<file path="src/rtl/uart_tx_byte.sv">
// -----------------------------------------------------------------------------
// uart_tx_byte
//
// Single-byte UART transmitter for the RS-232 test design. It accepts one byte
// per request from the sample-dump sender and shifts it out LSB first. Frames
// are 8N1 by default. With UART_TX_PARITY_EN defined they are 8E1, with the
// even-parity bit sent between data bit 7 and the stop bit. Only one byte is
// in flight at a time; requests made while busy are dropped, not queued.
//
// Parameters:
//   CLK_FREQ      system clock frequency in Hz
//   BAUD          line rate in bits/s
//   CLKS_PER_BIT  clock cycles per bit time (>= 2); overridable for simulation
//
// Ports:
//   iClk       in   system clock, rising edge
//   iRst_n     in   asynchronous active-low reset
//   iData      in   byte to send, sampled only on the accepting edge
//   iSend      in   send request, level-sampled, honoured only when idle
//   oUart_Txd  out  serial line (idle high), registered
//   oBusy      out  high from the accepting edge until the frame completes
//   oTx_done   out  one-cycle pulse once the stop bit has been sent
//
// Macro: UART_TX_PARITY_EN compiles in the even-parity bit (8E1 frames).
// -----------------------------------------------------------------------------
module uart_tx_byte #(
  parameter int CLK_FREQ     = 50000000,
  parameter int BAUD         = 115200,
  parameter int CLKS_PER_BIT = CLK_FREQ / BAUD
) (
  input  logic       iClk,
  input  logic       iRst_n,
  input  logic [7:0] iData,
  input  logic       iSend,
  output logic       oUart_Txd,
  output logic       oBusy,
  output logic       oTx_done
);

  localparam int CNT_W = (CLKS_PER_BIT > 1) ? $clog2(CLKS_PER_BIT) : 1;
  localparam logic [CNT_W-1:0] CNT_LAST = CNT_W'(CLKS_PER_BIT - 1);

  typedef enum logic [2:0] {
    S_IDLE   = 3'd0,
    S_START  = 3'd1,
    S_DATA   = 3'd2,
`ifdef UART_TX_PARITY_EN
    S_PARITY = 3'd3,
`endif
    S_STOP   = 3'd4
  } state_e;

  state_e           state_q;
  logic [CNT_W-1:0] cnt_q;
  logic [2:0]       idx_q;
  logic [7:0]       shift_q;
  logic             txd_q;
  logic             busy_q;
  logic             done_q;
`ifdef UART_TX_PARITY_EN
  logic             par_q;
`endif

  logic bit_end;
  logic accept;

  // Last cycle of the current bit time.
  assign bit_end = (cnt_q == CNT_LAST);
  assign accept  = (state_q == S_IDLE) && iSend;

  // Control FSM. The line value is registered one edge ahead, so each state
  // transition also loads the level the next state drives.
  always_ff @(posedge iClk or negedge iRst_n) begin
    if (!iRst_n) begin
      state_q <= S_IDLE;
      cnt_q   <= '0;
      idx_q   <= '0;
      txd_q   <= 1'b1;
      busy_q  <= 1'b0;
      done_q  <= 1'b0;
    end else begin
      done_q <= 1'b0;
      if (state_q != S_IDLE) begin
        cnt_q <= bit_end ? '0 : cnt_q + CNT_W'(1);
      end
      case (state_q)
        S_IDLE: begin
          txd_q  <= 1'b1;
          busy_q <= 1'b0;
          if (iSend) begin
            state_q <= S_START;
            cnt_q   <= '0;
            idx_q   <= '0;
            txd_q   <= 1'b0;
            busy_q  <= 1'b1;
          end
        end
        S_START: begin
          if (bit_end) begin
            state_q <= S_DATA;
            txd_q   <= shift_q[0];
          end
        end
        S_DATA: begin
          if (bit_end) begin
            if (idx_q == 3'd7) begin
`ifdef UART_TX_PARITY_EN
              state_q <= S_PARITY;
              txd_q   <= par_q;
`else
              state_q <= S_STOP;
              txd_q   <= 1'b1;
`endif
            end else begin
              idx_q <= idx_q + 3'd1;
              // shift_q moves right on this same edge; bit 1 is the next bit.
              txd_q <= shift_q[1];
            end
          end
        end
`ifdef UART_TX_PARITY_EN
        S_PARITY: begin
          if (bit_end) begin
            state_q <= S_STOP;
            txd_q   <= 1'b1;
          end
        end
`endif
        S_STOP: begin
          if (bit_end) begin
            state_q <= S_IDLE;
            txd_q   <= 1'b1;
            busy_q  <= 1'b0;
            done_q  <= 1'b1;
          end
        end
        default: begin
          state_q <= S_IDLE;
          cnt_q   <= '0;
          idx_q   <= '0;
          txd_q   <= 1'b1;
          busy_q  <= 1'b0;
        end
      endcase
    end
  end

  // Data path: byte latched on accept, shifted at each data-bit boundary.
  // No reset needed; it is always loaded before the FSM reads it.
  always_ff @(posedge iClk) begin
    if (accept) begin
      shift_q <= iData;
`ifdef UART_TX_PARITY_EN
      par_q   <= ^iData;
`endif
    end else if ((state_q == S_DATA) && bit_end) begin
      shift_q <= {1'b0, shift_q[7:1]};
    end
  end

  assign oUart_Txd = txd_q;
  assign oBusy     = busy_q;
  assign oTx_done  = done_q;

endmodule

</file>
<file path="config.mk">
export PLATFORM = sky130hd
export DESIGN_NAME = uart_tx_byte
export DESIGN_NICKNAME = d
export VERILOG_FILES = /design/src/rtl/uart_tx_byte.sv
export SDC_FILE = /design/constraint.sdc
export NUM_CORES = 1
export LEC_CHECK = 0
export ABC_AREA = 0
export CORE_MARGIN = 2
export CORE_UTILIZATION = 45
export DETAILED_ROUTE_END_ITERATION = 8
export DONT_BUFFER_PORTS = 1
export SLEW_MARGIN = 25
export SYNTH_ARGS = -nofsm -noshare
export SYNTH_HDL_FRONTEND = slang
export SYNTH_SLANG_ARGS = --single-unit
</file>
<file path="constraint.sdc">
create_clock -name iClk -period 1.77 [get_ports iClk]
set_input_delay 0.4425 -clock iClk [delete_from_list [all_inputs] [get_ports iClk]]
set_output_delay 0.4425 -clock iClk [all_outputs]
set_load 0.01 [all_outputs]
</file>
==> results by group, run 1 <==
Outcome
  – Status: complete, no violations

Synthesis
  – Average size of a mapped cell: 11.0 sq um
  – Cells after Synth: 127
  – Ys async rst share: 0.692
  – Post-synth EDFFs: 8
  – Yosys reg bits: 26
  – Synth Warn #: 0
  – Synth cell types: 40
  – Cell Area, Synth: 1400 sq um
  – Mapped Nets: approximately 140
  – Main synth FF type: dfrtp_1
  – Register area share after synthesis: 0.495

Layout
  – Nets@finish: 160
  – Fraction of layout instances using a drive strength above 1: 0.292
  – Area Overhead vs Synth: 15.7%
  – Final std cells w/o fill: 177
  – Commonest non-fill, non-tap cell in the layout: dfrtp_1
  – Filler Cell Count: 272
  – Most frequent cells in the layout: 17 x dfrtp_1, 16 x buf_4, 15 x nor2_1, 8 x edfxtp_1
  – Inserted Diodes: 0

STA
  – Worst Max-Slew Pin Slew: 0.822 ns
  – Max Fclk: 587 MHz
  – Slew Viols, Final: 0
  – Endpoints failing setup: 0
  – Clock skew: 0.00548 ns
  – Max_slew headroom: 0.450
  – Final period util: 0.963
  – Final hold violation count: 0
  – Final min period: 1.70 ns
  – Setup TNS: 0 ns
  – RSZ-0062 raised after global routing: true

Worst setup path
  – WP buf/inv: 0
  – RR Endpoint: oUart_Txd
  – Top delay family on crit path: compound AO/OA/AOI/OAI gates
  – Setup crit start: idx_q[1]
  – Crit path cell chain: ha_1, ha_2, or3b_1, a21o_1, a211oi_2, a211oi_1
  – Max incr delay on CP: 0.43 ns
  – WP data required: 2.04 ns
  – WS Path Type: register to register
  – Worst Setup End Kind: register
  – Reg2Reg Setup Slack: around 0.066 ns
  – Worst setup SP type: register
  – R2r startpoint: idx_q[1]
  – Worst R2R Path Depth: 6
  – Worst EP arrival: approximately 2.0 ns
  – Crit path max fanout: 4
  – Slowest cell on the critical path: dfrtp_1

Power and ir drop
  – Internal power: 1.33 mW
  – Psw: about 0.7 mW
  – Sequential power share: 0.477
  – Power Dens Cells: approximately 1200 nW/um^2
  – Sw frac: 0.339
  – Clock group share of total power: 0.209
  – Worst-case vdd ir drop: 0.540 mV
  – Leak: about 0.68 nW
  – Combinational fraction of design power: 0.314

Global route
  – Largest net degree at the start of global routing: 19
  – Initial antenna violation count: 0
  – Aggregate global routing overflow: 0
  – Vias in the first global route: 938
  – Global-route wire length before repair: between 4000 and 5000 um
  – GRT Overall Usage: 0.169

Route
  – Via count: 991
  – Post-route antenna net violation count: 0
  – 1st-pass router iterations: 4
  – Remaining DRCs: 0
  – Final WL: 2780 um
  – WL/cell: 15.7 um
  – DRT iter0 DRCs: 32
  – DR vias/cell: 5.60

Worst hold path
  – Hold path start: iData[7]
  – Hold Path End: shift_q[7]
  – Hold Path Class: primary input to register
  – Hold path depth: 1

Floorplan
  – Chip Width: 59.8 um
  – Core ar.: approximately 3000 sq um
  – Full die area: between 3000 and 4000 sq um
  – Row cnt: 20
  – Die height: between 50 and 60 um
  – Initial Util: 0.466
  – Top Ports: 14

Clock tree
  – Clock root buffer: clkbuf_4
  – Worst-skew pair later-pin latency: 0.33 ns
  – CTS H-Tree Depth: 1
  – Clock Sinks: 26
  – Total CTS buffers: 3
  – CTS max path bufs: 2
  – Clock slew at reported path FFs: around 0.16 ns
  – TritonCTS clock tree: done

Placed design
  – DPL Wire Length: 1980 um
  – Dpl cells: 170
  – Port Buffers: 0
  – Routability cong.: 0.838

Flow run
  – Maxcap violations: 0
==> synth_stat cells (2+ instances only) <==
cell type / count / area [sq um]
a211oi_1: 2 / 15.0
a21oi_1: 4 / 20.0
and3_1: 2 / 12.5
buf_2: 2 / 10.0
buf_4: 2 / 15.0
dfrtp_1: 17 / 425
edfxtp_1: 8 / 240
ha_1: 4 / 50.1
inv_1: 5 / 18.8
mux2_2: 7 / 78.8
mux2_4: 3 / 45.0
nand2_1: 7 / 26.3
nand2b_1: 3 / 18.8
nand3_1: 4 / 20.0
nand4_1: 3 / 18.8
nor2_1: 15 / 56.3
nor3_1: 7 / 35.0
o21ai_0: 2 / 10.0
o21bai_1: 2 / 15.0
or3b_1: 3 / 26.3
xnor2_1: 6 / 52.6
==> layout make-up <==
class / count / area (sq um) / share of cell area
timing repair buffer: 18 / 141 / 0.0874
sequential: 26 / 692 / 0.428
clock inverter: 1 / 30.0 / 0.0186
tap: 33 / 41.3 / 0.0255
clock buffer: 3 / 22.5 / 0.0139
inverter: 5 / 18.8 / 0.0116
multi-input combinational: 91 / 672 / 0.415
==> cells by family after synthesis <==
group	after synthesis	synth area share
buffers and inverters	10	0.0394
multiplexers	10	0.0886
AO/OA/AOI/OAI	19	0.106
adder cells (fa/ha/maj)	4	0.0358
flip-flops	26	0.495
AND/OR/NAND/NOR	51	0.192
XOR/XNOR	7	0.0438
==> worst max path at each step <==
| stage | to | slack (ns) | cells after the start |
|---|---|---|---|
| after CTS | oUart_Txd | 0.02 | 6 |
| after global placement | oUart_Txd | 0.03 | 6 |
| after floorplan | idx_q[0] | 0.03 | 6 |
| after detailed placement | oUart_Txd | -0.007 | 6 |
| after global routing | shift_q[2] | -0.05 | 6 |
| final | oUart_Txd | 0.07 | 6 |
==> layer usage <==
metal  global-route usage  vias to the layer above  wire, um
li1                     -                      493         -
met1                0.249                      476      1360
met2                0.244                       20      1300
met3               0.0281                        2       107
met4               0.0698                        0        19
met5                    0                        -         0
==> metrics by stage <==
step / cell area [sq um] / hold slack [ns] / utilization / setup WS (ns) / total power, mW
floorplan: 1400 / 0.147 / - / 0.0265 / 1.38
global placement: 1520 / 0.147 / 0.506 / 0.0314 / 1.57
detailed placement: 1520 / 0.147 / 0.506 / -0.00715 / 1.58
CTS: 1590 / 0.290 / 0.530 / 0.0234 / 2.02
global route: 1620 / 0.289 / 0.539 / -0.0477 / 2.13
finish: 1620 / 0.304 / 0.539 / 0.0663 / 2.02
==> power by group through the flow <==
stage	registers, mW	logic (mW)	clock network, mW
after floorplan	0.932	0.445	0
after global placement	0.966	0.600	0
after detailed placement	0.969	0.613	0
after CTS	0.956	0.627	0.434
after global routing	0.983	0.703	0.444
final	0.962	0.634	0.422
==> worst register-to-register path, stage by stage (launching register included) <==
cell and delay [ns]:
dfrtp_1 0.43, ha_1 0.20, ha_2 0.20, or3b_1 0.38, a21o_1 0.19, a211oi_2 0.17, a211oi_1 0.08
==> flip-flops by register name (all words and copies together) (netlist names) <==
| signal | count |
|---|---|
| cnt_q | 9 |
| shift_q | 8 |
| idx_q | 3 |
| state_q | 3 |
| oBusy | 1 |
| oTx_done | 1 |
| oUart_Txd | 1 |
==> repair_timing <==
item | in CTS | in global routing
hold buffers | 1 | 0
pin swaps | 0 | 1
hold endpoints to repair | 18 | 0
endpoints found under the setup margin | 1 | 14
gates resized for setup | 1 | 6
buffers inserted | 1 | 1
(Power assumes the default switching activity.)
==> run 2: changes to the inputs <==
Clock period 1.77 ns to 2.1 ns, I/O delays scaled along.
==> results by group, run 2 (same netlist as run 1, synthesis figures left out) <==
Power and ir drop
  – Clock group share of total power: 0.209 (about the same)
  – Sw frac: 0.325 (-0.0142)
  – Sequential power share: 0.505 (+0.028)
  – Internal power: 1.09 mW (-18%)
  – Worst-case vdd ir drop: 0.618 mV (+14%)
  – Leak: 0.630 nW (-7.9%)
  – Power Dens Cells: 1060 nW/um^2 (-15%)
  – Psw: 0.525 mW (-23%)
  – Combinational fraction of design power: 0.286 (-0.028)

Route
  – Remaining DRCs: 0 (unchanged)
  – WL/cell: 14.7 um (-6.7%)
  – 1st-pass router iterations: 4 (unchanged)
  – Post-route antenna net violation count: 0 (unchanged)
  – Via count: 941 (-5.0%)
  – DRT iter0 DRCs: 24 (-25%)
  – DR vias/cell: 5.63 (+0.64%)
  – Final WL: 2450 um (-12%)

Worst setup path
  – Crit path max fanout: 8 (+4)
  – Slowest cell on the critical path: dfrtp_1
  – Worst Setup End Kind: register
  – Max incr delay on CP: 0.45 ns (+0.02 ns)
  – Crit path cell chain: ha_1, and4b_1, and4_1, o211ai_4, mux2_4
  – Worst EP arrival: 2.09 ns (+0.11 ns)
  – Worst setup SP type: register
  – WS Path Type: register to register
  – WP data required: 2.33 ns (+0.29 ns)

Layout
  – Largest regs: cnt_q x9, shift_q x8
  – Nets@finish: 150 (-6.3%)
  – Inserted Diodes: 0 (unchanged)
  – Most flops, register: cnt_q
  – Fraction of layout instances using a drive strength above 1: 0.187 (-0.105)
  – Area Overhead vs Synth: 8.77%
  – Final std cells w/o fill: 167 (-5.6%)
  – Filler Cell Count: 287 (+5.5%)
  – Max FFs per register: 9 (unchanged)
  – Commonest non-fill, non-tap cell in the layout: dfrtp_1
  – Most frequent cells in the layout: 17 x dfrtp_1, 15 x nor2_1, 8 x edfxtp_1

Clock tree
  – Clock slew at reported path FFs: 0.13 ns (-0.03 ns)
  – Clock Sinks: 26 (unchanged)
  – Clock root buffer: clkbuf_4
  – CTS max path bufs: 2 (unchanged)
  – TritonCTS clock tree: done
  – Post-CTS setup buffer count: 0 (-1)
  – Worst-skew pair later-pin latency: 0.32 ns (about the same)
  – # resized after CTS: 0 (-1)
  – CTS H-Tree Depth: 1 (unchanged)
  – Total CTS buffers: 3 (unchanged)
  – Post-cts hold buffer count: 1 (unchanged)

STA
  – Max_slew headroom: 0.485 (+0.0356)
  – Clock skew: 0.00369 ns (-0.00179 ns)
  – RSZ-0062 raised after global routing: false
  – Final min period: 1.86 ns (+0.158 ns)
  – Max Fclk: 537 MHz (-8.5%)
  – Setup TNS: 0 ns (unchanged)
  – Endpoints failing setup: 0 (unchanged)
  – Slew Viols, Final: 0 (unchanged)
  – Final period util: 0.887 (-0.0760)
  – Worst Max-Slew Pin Slew: 0.769 ns (-0.0532 ns)
  – Final hold violation count: 0 (unchanged)

Floorplan
  – Top Ports: 14 (unchanged)
  – Die height: 59.8 um (unchanged)
  – Row cnt: 20 (unchanged)
  – Initial Util: 0.466 (unchanged)
  – Full die area: 3570 sq um (unchanged)
  – Chip Width: 59.8 um (unchanged)
  – Core ar.: 3000 sq um (unchanged)

Placed design
  – DPL Wire Length: 1760 um (-11%)
  – Port Buffers: 0 (unchanged)
  – Dpl cells: 161 (-5.3%)
  – Routability cong.: 0.863 (+3.0%)

Outcome
  – Status: complete, no violations

Global route
  – Global-route wire length before repair: 4130 um (-6.8%)
  – Vias in the first global route: 871 (-7.1%)
  – Initial antenna violation count: 0 (unchanged)
  – GRT Overall Usage: 0.157 (-0.0116)
  – Aggregate global routing overflow: 0 (unchanged)
  – Largest net degree at the start of global routing: 18 (-1)

Worst hold path
  – Hold Path Class: primary input to register

Flow run
  – Maxcap violations: 0 (unchanged)
[run 2: cell types whose count changed in the layout (fill, tap and decap cells not counted), sizes merged]
cell         delta
dlygate4sd3     +1
buf            -11
[run 2: metal layers]
layer / global-route usage / share of wire / vias to the layer above
met1: 0.221 / 0.47 / 453
met4: 0.0476 / 0.012 / 0
met2: 0.233 / 0.47 / 16
met3: 0.0476 / 0.049 / 2
met5: 0 / 0 / -
li1: - / - / 470
[run 2: final timing paths]
path                       slack (ns)  cells past startpoint    endpoint  startpoint
max in group asynchronous        0.92                      1    cnt_q[1]      iRst_n
max reg2reg                      0.24                      5    idx_q[0]    cnt_q[0]
max                              0.24                      5    idx_q[0]    cnt_q[0]
min                              0.39                      1  shift_q[7]    iData[7]
min in group asynchronous        0.59                      1   oUart_Txd      iRst_n
min reg2reg                      0.54                      1    idx_q[2]    idx_q[2]
[run 2: layout make-up]
class,count,area [sq um],area share
multi-input combinational,91,652,0.428
sequential,26,692,0.455
clock buffer,3,22.5,0.0148
tap,33,41.3,0.0271
clock inverter,1,30.0,0.0197
inverter,5,18.8,0.0123
timing repair buffer,8,65.1,0.0428
[run 2: worst max-delay path, delay by kind of cell, from the launching register on]
family                     cells  cell delay [ns]
adders and majority gates      1             0.22
and+or+nand+nor                2             0.52
muxes                          1             0.32
AOI/OAI and AO/OA              1             0.26
DFF                            1             0.45
[run 2: metrics by stage]
step / hold WS [ns] / total power [mW] / util / setup WS, ns / cell area [sq um]
6_report: 0.389 / 1.61 / 0.507 / 0.238 / 1520
5_1_grt: 0.373 / 1.73 / 0.507 / 0.127 / 1520
4_1_cts: 0.0122 / 1.63 / 0.503 / 0.224 / 1510
3_3_place_gp: 0.230 / 1.27 / 0.483 / 0.307 / 1450
2_1_floorplan: 0.229 / 1.16 / - / 0.232 / 1400
3_5_place_dp: 0.230 / 1.28 / 0.483 / 0.245 / 1450
[run 2: power by group through the flow]
stage / registers (mW) / logic, mW / clock network [mW]
after detailed placement: 0.823 / 0.458 / 0
final: 0.815 / 0.461 / 0.338
after CTS: 0.814 / 0.467 / 0.349
after global placement: 0.823 / 0.444 / 0
after global routing: 0.841 / 0.520 / 0.370
after floorplan: 0.786 / 0.374 / 0
